<file path="src/rtl/prga.sv">
// RC4 keystream (PRGA) stage: decrypts a length-prefixed ciphertext using an
// S array that the upstream key-schedule stage has already prepared.
module prga (
  input  logic       clk,
  input  logic       rst_n,
  input  logic       en,
  output logic       rdy,
  output logic [7:0] s_addr,
  input  logic [7:0] s_rddata,
  output logic [7:0] s_wrdata,
  output logic       s_wren,
  output logic [7:0] ct_addr,
  input  logic [7:0] ct_rddata,
  output logic [7:0] pt_addr,
  output logic [7:0] pt_wrdata,
  output logic       pt_wren,
  output logic [3:0] state_dbg
);

  // Handshake: en is taken only on a rising clk edge where rdy=1; rdy stays low
  // from the following cycle until the run (or a reset) returns the FSM to IDLE.
  typedef enum logic [3:0] {
    IDLE   = 4'd0,
    LEN    = 4'd1,
    RD_SI  = 4'd2,
    RD_SJ  = 4'd3,
    WR_SI  = 4'd4,
    WR_SJ  = 4'd5,
    RD_PAD = 4'd6,
    XOR    = 4'd7,
    DONE   = 4'd8
  } state_t;

  state_t     state, state_nxt;
  logic [7:0] i, i_nxt;
  logic [7:0] j, j_nxt;
  logic [7:0] k, k_nxt;
  logic [7:0] len, len_nxt;
  logic [7:0] si, si_nxt;
  logic [7:0] sj, sj_nxt;

  logic [7:0] j_sum;
  logic [7:0] pad_idx;
  logic [7:0] i_inc;

  assign j_sum     = j + s_rddata;
  assign pad_idx   = si + sj;
  assign i_inc     = i + 8'd1;
  assign state_dbg = state;

  always_ff @(posedge clk) begin
    if (!rst_n) begin
      state <= IDLE;
      i     <= 8'd0;
      j     <= 8'd0;
      k     <= 8'd0;
      len   <= 8'd0;
      si    <= 8'd0;
      sj    <= 8'd0;
    end else begin
      state <= state_nxt;
      i     <= i_nxt;
      j     <= j_nxt;
      k     <= k_nxt;
      len   <= len_nxt;
      si    <= si_nxt;
      sj    <= sj_nxt;
    end
  end

  // Memory addresses are driven combinationally so that synchronous-read data
  // lands in the very next state.
  always_comb begin
    state_nxt = state;
    i_nxt     = i;
    j_nxt     = j;
    k_nxt     = k;
    len_nxt   = len;
    si_nxt    = si;
    sj_nxt    = sj;
    rdy       = 1'b0;
    s_addr    = 8'd0;
    s_wrdata  = 8'd0;
    s_wren    = 1'b0;
    ct_addr   = 8'd0;
    pt_addr   = 8'd0;
    pt_wrdata = 8'd0;
    pt_wren   = 1'b0;

    case (state)
      IDLE: begin
        rdy = 1'b1;
        if (en) begin
          ct_addr   = 8'd0;
          i_nxt     = 8'd0;
          j_nxt     = 8'd0;
          k_nxt     = 8'd0;
          state_nxt = LEN;
        end
      end
      LEN: begin
        len_nxt   = ct_rddata;
        pt_addr   = 8'd0;
        pt_wrdata = ct_rddata;
        pt_wren   = 1'b1;
        if (ct_rddata == 8'd0) begin
          state_nxt = DONE;
        end else begin
          k_nxt     = 8'd1;
          i_nxt     = 8'd1;
          s_addr    = 8'd1;
          state_nxt = RD_SI;
        end
      end
      RD_SI: begin
        si_nxt    = s_rddata;
        j_nxt     = j_sum;
        s_addr    = j_sum;
        state_nxt = RD_SJ;
      end
      RD_SJ: begin
        sj_nxt    = s_rddata;
        state_nxt = WR_SI;
      end
      WR_SI: begin
        s_addr    = i;
        s_wrdata  = sj;
        s_wren    = 1'b1;
        state_nxt = WR_SJ;
      end
      // When i equals j both writes hit one location with the same value.
      WR_SJ: begin
        s_addr    = j;
        s_wrdata  = si;
        s_wren    = 1'b1;
        state_nxt = RD_PAD;
      end
      RD_PAD: begin
        s_addr    = pad_idx;
        ct_addr   = k;
        state_nxt = XOR;
      end
      XOR: begin
        pt_addr   = k;
        pt_wrdata = s_rddata ^ ct_rddata;
        pt_wren   = 1'b1;
        if (k == len) begin
          state_nxt = DONE;
        end else begin
          k_nxt     = k + 8'd1;
          i_nxt     = i_inc;
          s_addr    = i_inc;
          state_nxt = RD_SI;
        end
      end
      DONE: begin
        state_nxt = IDLE;
      end
      default: begin
        state_nxt = IDLE;
      end
    endcase
  end

endmodule
</file>
<file path="config.mk">
export PLATFORM = sky130hd
export DESIGN_NAME = prga
export DESIGN_NICKNAME = d
export VERILOG_FILES = /design/src/rtl/prga.sv
export SDC_FILE = /design/constraint.sdc
export NUM_CORES = 1
export LEC_CHECK = 0
export CORE_UTILIZATION = 51
export CTS_CLUSTER_SIZE = 8
export DETAILED_ROUTE_END_ITERATION = 8
export GPL_ROUTABILITY_DRIVEN = 0
export GPL_TIMING_DRIVEN = 0
export HOLD_SLACK_MARGIN = 0.05
export PLACE_DENSITY = 0.85
export SYNTH_ARGS = -nofsm -noshare
export SYNTH_HDL_FRONTEND = slang
export SYNTH_SLANG_ARGS = --single-unit
export TNS_END_PERCENT = 10
</file>
<file path="constraint.sdc">
create_clock -name clk -period 5.9 [get_ports clk]
set_clock_uncertainty 0.05 [all_clocks]
set_input_delay 1.18 -clock clk [delete_from_list [all_inputs] [get_ports clk]]
set_output_delay 1.18 -clock clk [all_outputs]
set_load 0.05 [all_outputs]
</file>
==> results of run 1 <==
-- per-stage QoR --
step | power (mW) | util
floorplan | 0.5342 | -
global placement | 0.6068 | 0.6429
detailed placement | 0.6129 | 0.6429
CTS | 0.8253 | 0.6567
global route | 0.8643 | 0.6567
finish | 0.8298 | 0.6567
-- layer usage --
| metal | track usage | wire [um] |
|---|---|---|
| met2 | 0.5065 | 5312 |
| met3 | 0.05197 | 928 |
| met5 | 0 | 0 |
| met4 | 0.1227 | 243 |
| met1 | 0.3994 | 4591 |
-- placed cells by master (no fill, tap or decap), types with 2 or more instances in the layout --
| cell | count |
|---|---|
| sky130_fd_sc_hd__a211oi_1 | 4 |
| sky130_fd_sc_hd__a21o_1 | 2 |
| sky130_fd_sc_hd__a21oi_1 | 50 |
| sky130_fd_sc_hd__a222oi_1 | 2 |
| sky130_fd_sc_hd__a22oi_1 | 5 |
| sky130_fd_sc_hd__and2_1 | 14 |
| sky130_fd_sc_hd__and3_2 | 2 |
| sky130_fd_sc_hd__buf_6 | 3 |
| sky130_fd_sc_hd__clkbuf_1 | 17 |
| sky130_fd_sc_hd__clkbuf_8 | 6 |
| sky130_fd_sc_hd__clkdlybuf4s50_1 | 65 |
| sky130_fd_sc_hd__dfxtp_1 | 52 |
| sky130_fd_sc_hd__fa_1 | 2 |
| sky130_fd_sc_hd__ha_1 | 16 |
| sky130_fd_sc_hd__inv_1 | 18 |
| sky130_fd_sc_hd__mux2i_1 | 18 |
| sky130_fd_sc_hd__nand2_1 | 67 |
| sky130_fd_sc_hd__nand2b_1 | 6 |
| sky130_fd_sc_hd__nand3_1 | 15 |
| sky130_fd_sc_hd__nand3b_1 | 2 |
| sky130_fd_sc_hd__nand4_1 | 3 |
| sky130_fd_sc_hd__nor2_1 | 36 |
| sky130_fd_sc_hd__nor2_2 | 2 |
| sky130_fd_sc_hd__nor3_1 | 11 |
| sky130_fd_sc_hd__nor4_1 | 3 |
| sky130_fd_sc_hd__nor4_4 | 2 |
| sky130_fd_sc_hd__o2111ai_1 | 4 |
| sky130_fd_sc_hd__o211a_1 | 2 |
| sky130_fd_sc_hd__o211ai_1 | 5 |
| sky130_fd_sc_hd__o21ai_0 | 28 |
| sky130_fd_sc_hd__o21bai_1 | 2 |
| sky130_fd_sc_hd__o31ai_1 | 10 |
| sky130_fd_sc_hd__or3_1 | 2 |
| sky130_fd_sc_hd__or4_1 | 7 |
| sky130_fd_sc_hd__xnor2_1 | 11 |
| sky130_fd_sc_hd__xor2_1 | 12 |
-- state kept, by name, indices dropped and copies added (netlist names) --
signal     count
i              8
j              8
sj             8
k              8
state_dbg      4
len            8
si             8
-- cell type report --
class | count | area [um2] | share of cell area
clock inverter | 1 | 7.507 | 0.001683
buffer | 23 | 130.1 | 0.02916
tap | 96 | 120.1 | 0.02692
inverter | 18 | 67.56 | 0.01514
timing repair buffer | 65 | 650.6 | 0.1458
sequential | 52 | 1041 | 0.2333
clock buffer | 7 | 86.33 | 0.01935
multi-input combinational | 370 | 2359 | 0.5286
-- critical path: cells and delay by family --
family / cells / cell delay [ps]
buf+inv: 2 / 1400
compound gates: 4 / 800
fa+ha+maj: 2 / 720
xor+xnor: 1 / 170
-- cells by family (layout without fill, tap and decap cells) --
group	Yosys count	count (layout)	synth area share
AOI/OAI and AO/OA	130	130	0.2285
xor gates and xnor gates	23	23	0.05600
adders and majority gates	18	18	0.06678
buffers and inverters	41	114	0.05495
DFF	52	52	0.2894
muxes	18	18	0.05009
and+or+nand+nor	181	181	0.2543
-- power breakdown --
group / total (mW) / internal, mW / leakage, nW / switching, mW
sequential: 0.380 / 0.364 / 0.421 / 0.0163
combinational: 0.231 / 0.0800 / 1.15 / 0.150
clock: 0.219 / 0.0957 / 0.0445 / 0.123
-- worst paths after layout --
path,start,end,slack [ps],cells after the start
setup / recovery,s_rddata[0],s_addr[6],390,9
hold / removal,len[7],len[7],430,2
setup reg to reg,state_dbg[1],j[5],3560,5
hold reg to reg,len[7],len[7],430,2
==> results.json, run 1 <==
{
  "num_io_pins": 66,
  "timing.critical_path.required_ps": 4670,
  "clk_pin_slew_worst_paths_ps": 100,
  "dpl.hpwl_mm": 8.392,
  "worstSetupStartpointType": "input pin",
  "timing.final.crit_share": 0.9343,
  "drive_above_1_share": 0.05410,
  "leakage_nw": 1.613,
  "wl_per_cell_um": 17.52,
  "whs_ps": 429.7,
  "insertion_delay_ps": 310,
  "dieHeight_um": 85.99,
  "timing_hold_violations_final": 0,
  "critPathCaptureType": "output port",
  "antenna_cells_inserted": 0,
  "slew_at_the_pin_closest_to_its_max_slew_limit_ps": 1286,
  "critPathMostFrequentCell": "sky130_fd_sc_hd__clkdlybuf4s50_1",
  "cp_data_arrival_time_ps": 4280,
  "netlist.top_cell.by_area": "sky130_fd_sc_hd__dfxtp_1",
  "drt_iter0_markers": 409,
  "cts_hold_buffers": 0,
  "synth_warnings": 0,
  "synthesis.area_um2": 3597,
  "tritoncts.num_buffers": 5,
  "post_detailed_route_via_to_cell_ratio": 6.163,
  "drt_wl_total_mm": 11.08,
  "number_of_clock_sinks": 52,
  "yosys.cell_count.top_type": "sky130_fd_sc_hd__nand2_1",
  "postPlaceCellArea_um2": 4368,
  "dp_cells": 624,
  "setup_viol": 0,
  "ant_nets": 0,
  "register_bit_total_from_synthesis": 52,
  "setup_total_negative_slack_ps": 0,
  "fmax_mhz": 181.4,
  "maximum_number_of_pins_on_one_net_before_global_route_repair": 16,
  "critical-path-slowest-cell": "sky130_fd_sc_hd__clkdlybuf4s50_1",
  "rsz0062_at_grt": "no",
  "cts_max_level": 2,
  "critical_path.cell_chain": "clkdlybuf4s50_1 -> ha_1 -> fa_1 -> a21o_1 -> a21oi_1 -> o21ai_0 -> xnor2_1 -> o211ai_1 -> clkdlybuf4s50_1",
  "count_of_pins_over_their_slew_limit": 0,
  "chipWidth_um": 85.99,
  "post-synth-top-area-fraction": 0.2894,
  "sequential_element_share_of_the_synthesized_area": 0.2894,
  "post_synth_num_cell_types": 63,
  "layout_min_cycle_time_ps": 5512,
  "grt_first_pass_wirelength_mm": 17.73,
  "grt_use_total": 0.3074,
  "place_ws_ps": 445.6,
  "final.setup.worst_slack_ps": 387.5,
  "routed-via-count": 3895,
  "drt_pass1_iterations": 5,
  "first_global_vias": 3571,
  "coreArea_um2": 6794,
  "vdd_ir_drop_max_uv": 103.3,
  "finalInstanceArea_um2": 4462,
  "timing.max_cap.violations": 0,
  "buffer_levels_on_the_longest_clock_path": 2,
  "netlist_instances": 463,
  "initial_core_util": 0.5295,
  "power_density_over_cell_area_nw_per_um2": 186.0,
  "outcome": "completed",
  "synthTopCellsByCount": "sky130_fd_sc_hd__nand2_1 (67), sky130_fd_sc_hd__dfxtp_1 (52), sky130_fd_sc_hd__a21oi_1 (50), sky130_fd_sc_hd__nor2_1 (36), sky130_fd_sc_hd__o21ai_0 (28)",
  "cts-resized-gates": 0,
  "area_delta_synth_final_pct": 24.03,
  "post_cts.repair.setup_buffers": 0,
  "die-area_um2": 7393,
  "max-slew-margin-rel": 0.1358,
  "tritoncts": "built",
  "post_layout_nonfiller_instances": 632,
  "asyncSetResetFlopFracSynth": 0,
  "fillerInstances": 576,
  "worst_hold_path_type": "flop to flop",
  "residual_overflow_from_global_routing": 0,
  "ys_top_cells_by_area": "sky130_fd_sc_hd__dfxtp_1 (29%), sky130_fd_sc_hd__nand2_1 (7.0%), sky130_fd_sc_hd__a21oi_1 (7.0%)",
  "postSynthAreaPerCell_um2": 7.769,
  "drc_errors": 0,
  "clockRootBuffer": "sky130_fd_sc_hd__clkbuf_8",
  "timing.critical_path.fanout_max": 5,
  "placement_rows": 30,
  "number_of_antenna_violations_at_the_first_check_in_global_routing": 0,
  "design.final.nets": 572,
  "net_count_of_the_mapped_netlist": 500,
  "synth_flop_cell": "sky130_fd_sc_hd__dfxtp_1",
  "critPathMaxStageDelay_ps": 860,
  "synth_enable_flop_cells": 0,
  "setup.worst_path.class": "input pin to output port",
  "placement.io_buffers": 65
}
(Power assumes the default switching activity.)
==> run 2, diff against run 1 <==
Settings changed: CTS_CLUSTER_SIZE 8 to 25, SETUP_SLACK_MARGIN set to 0.05.
==> results of run 2 <==
No change in the layout: final DEF, timing and power equal those of run 1.
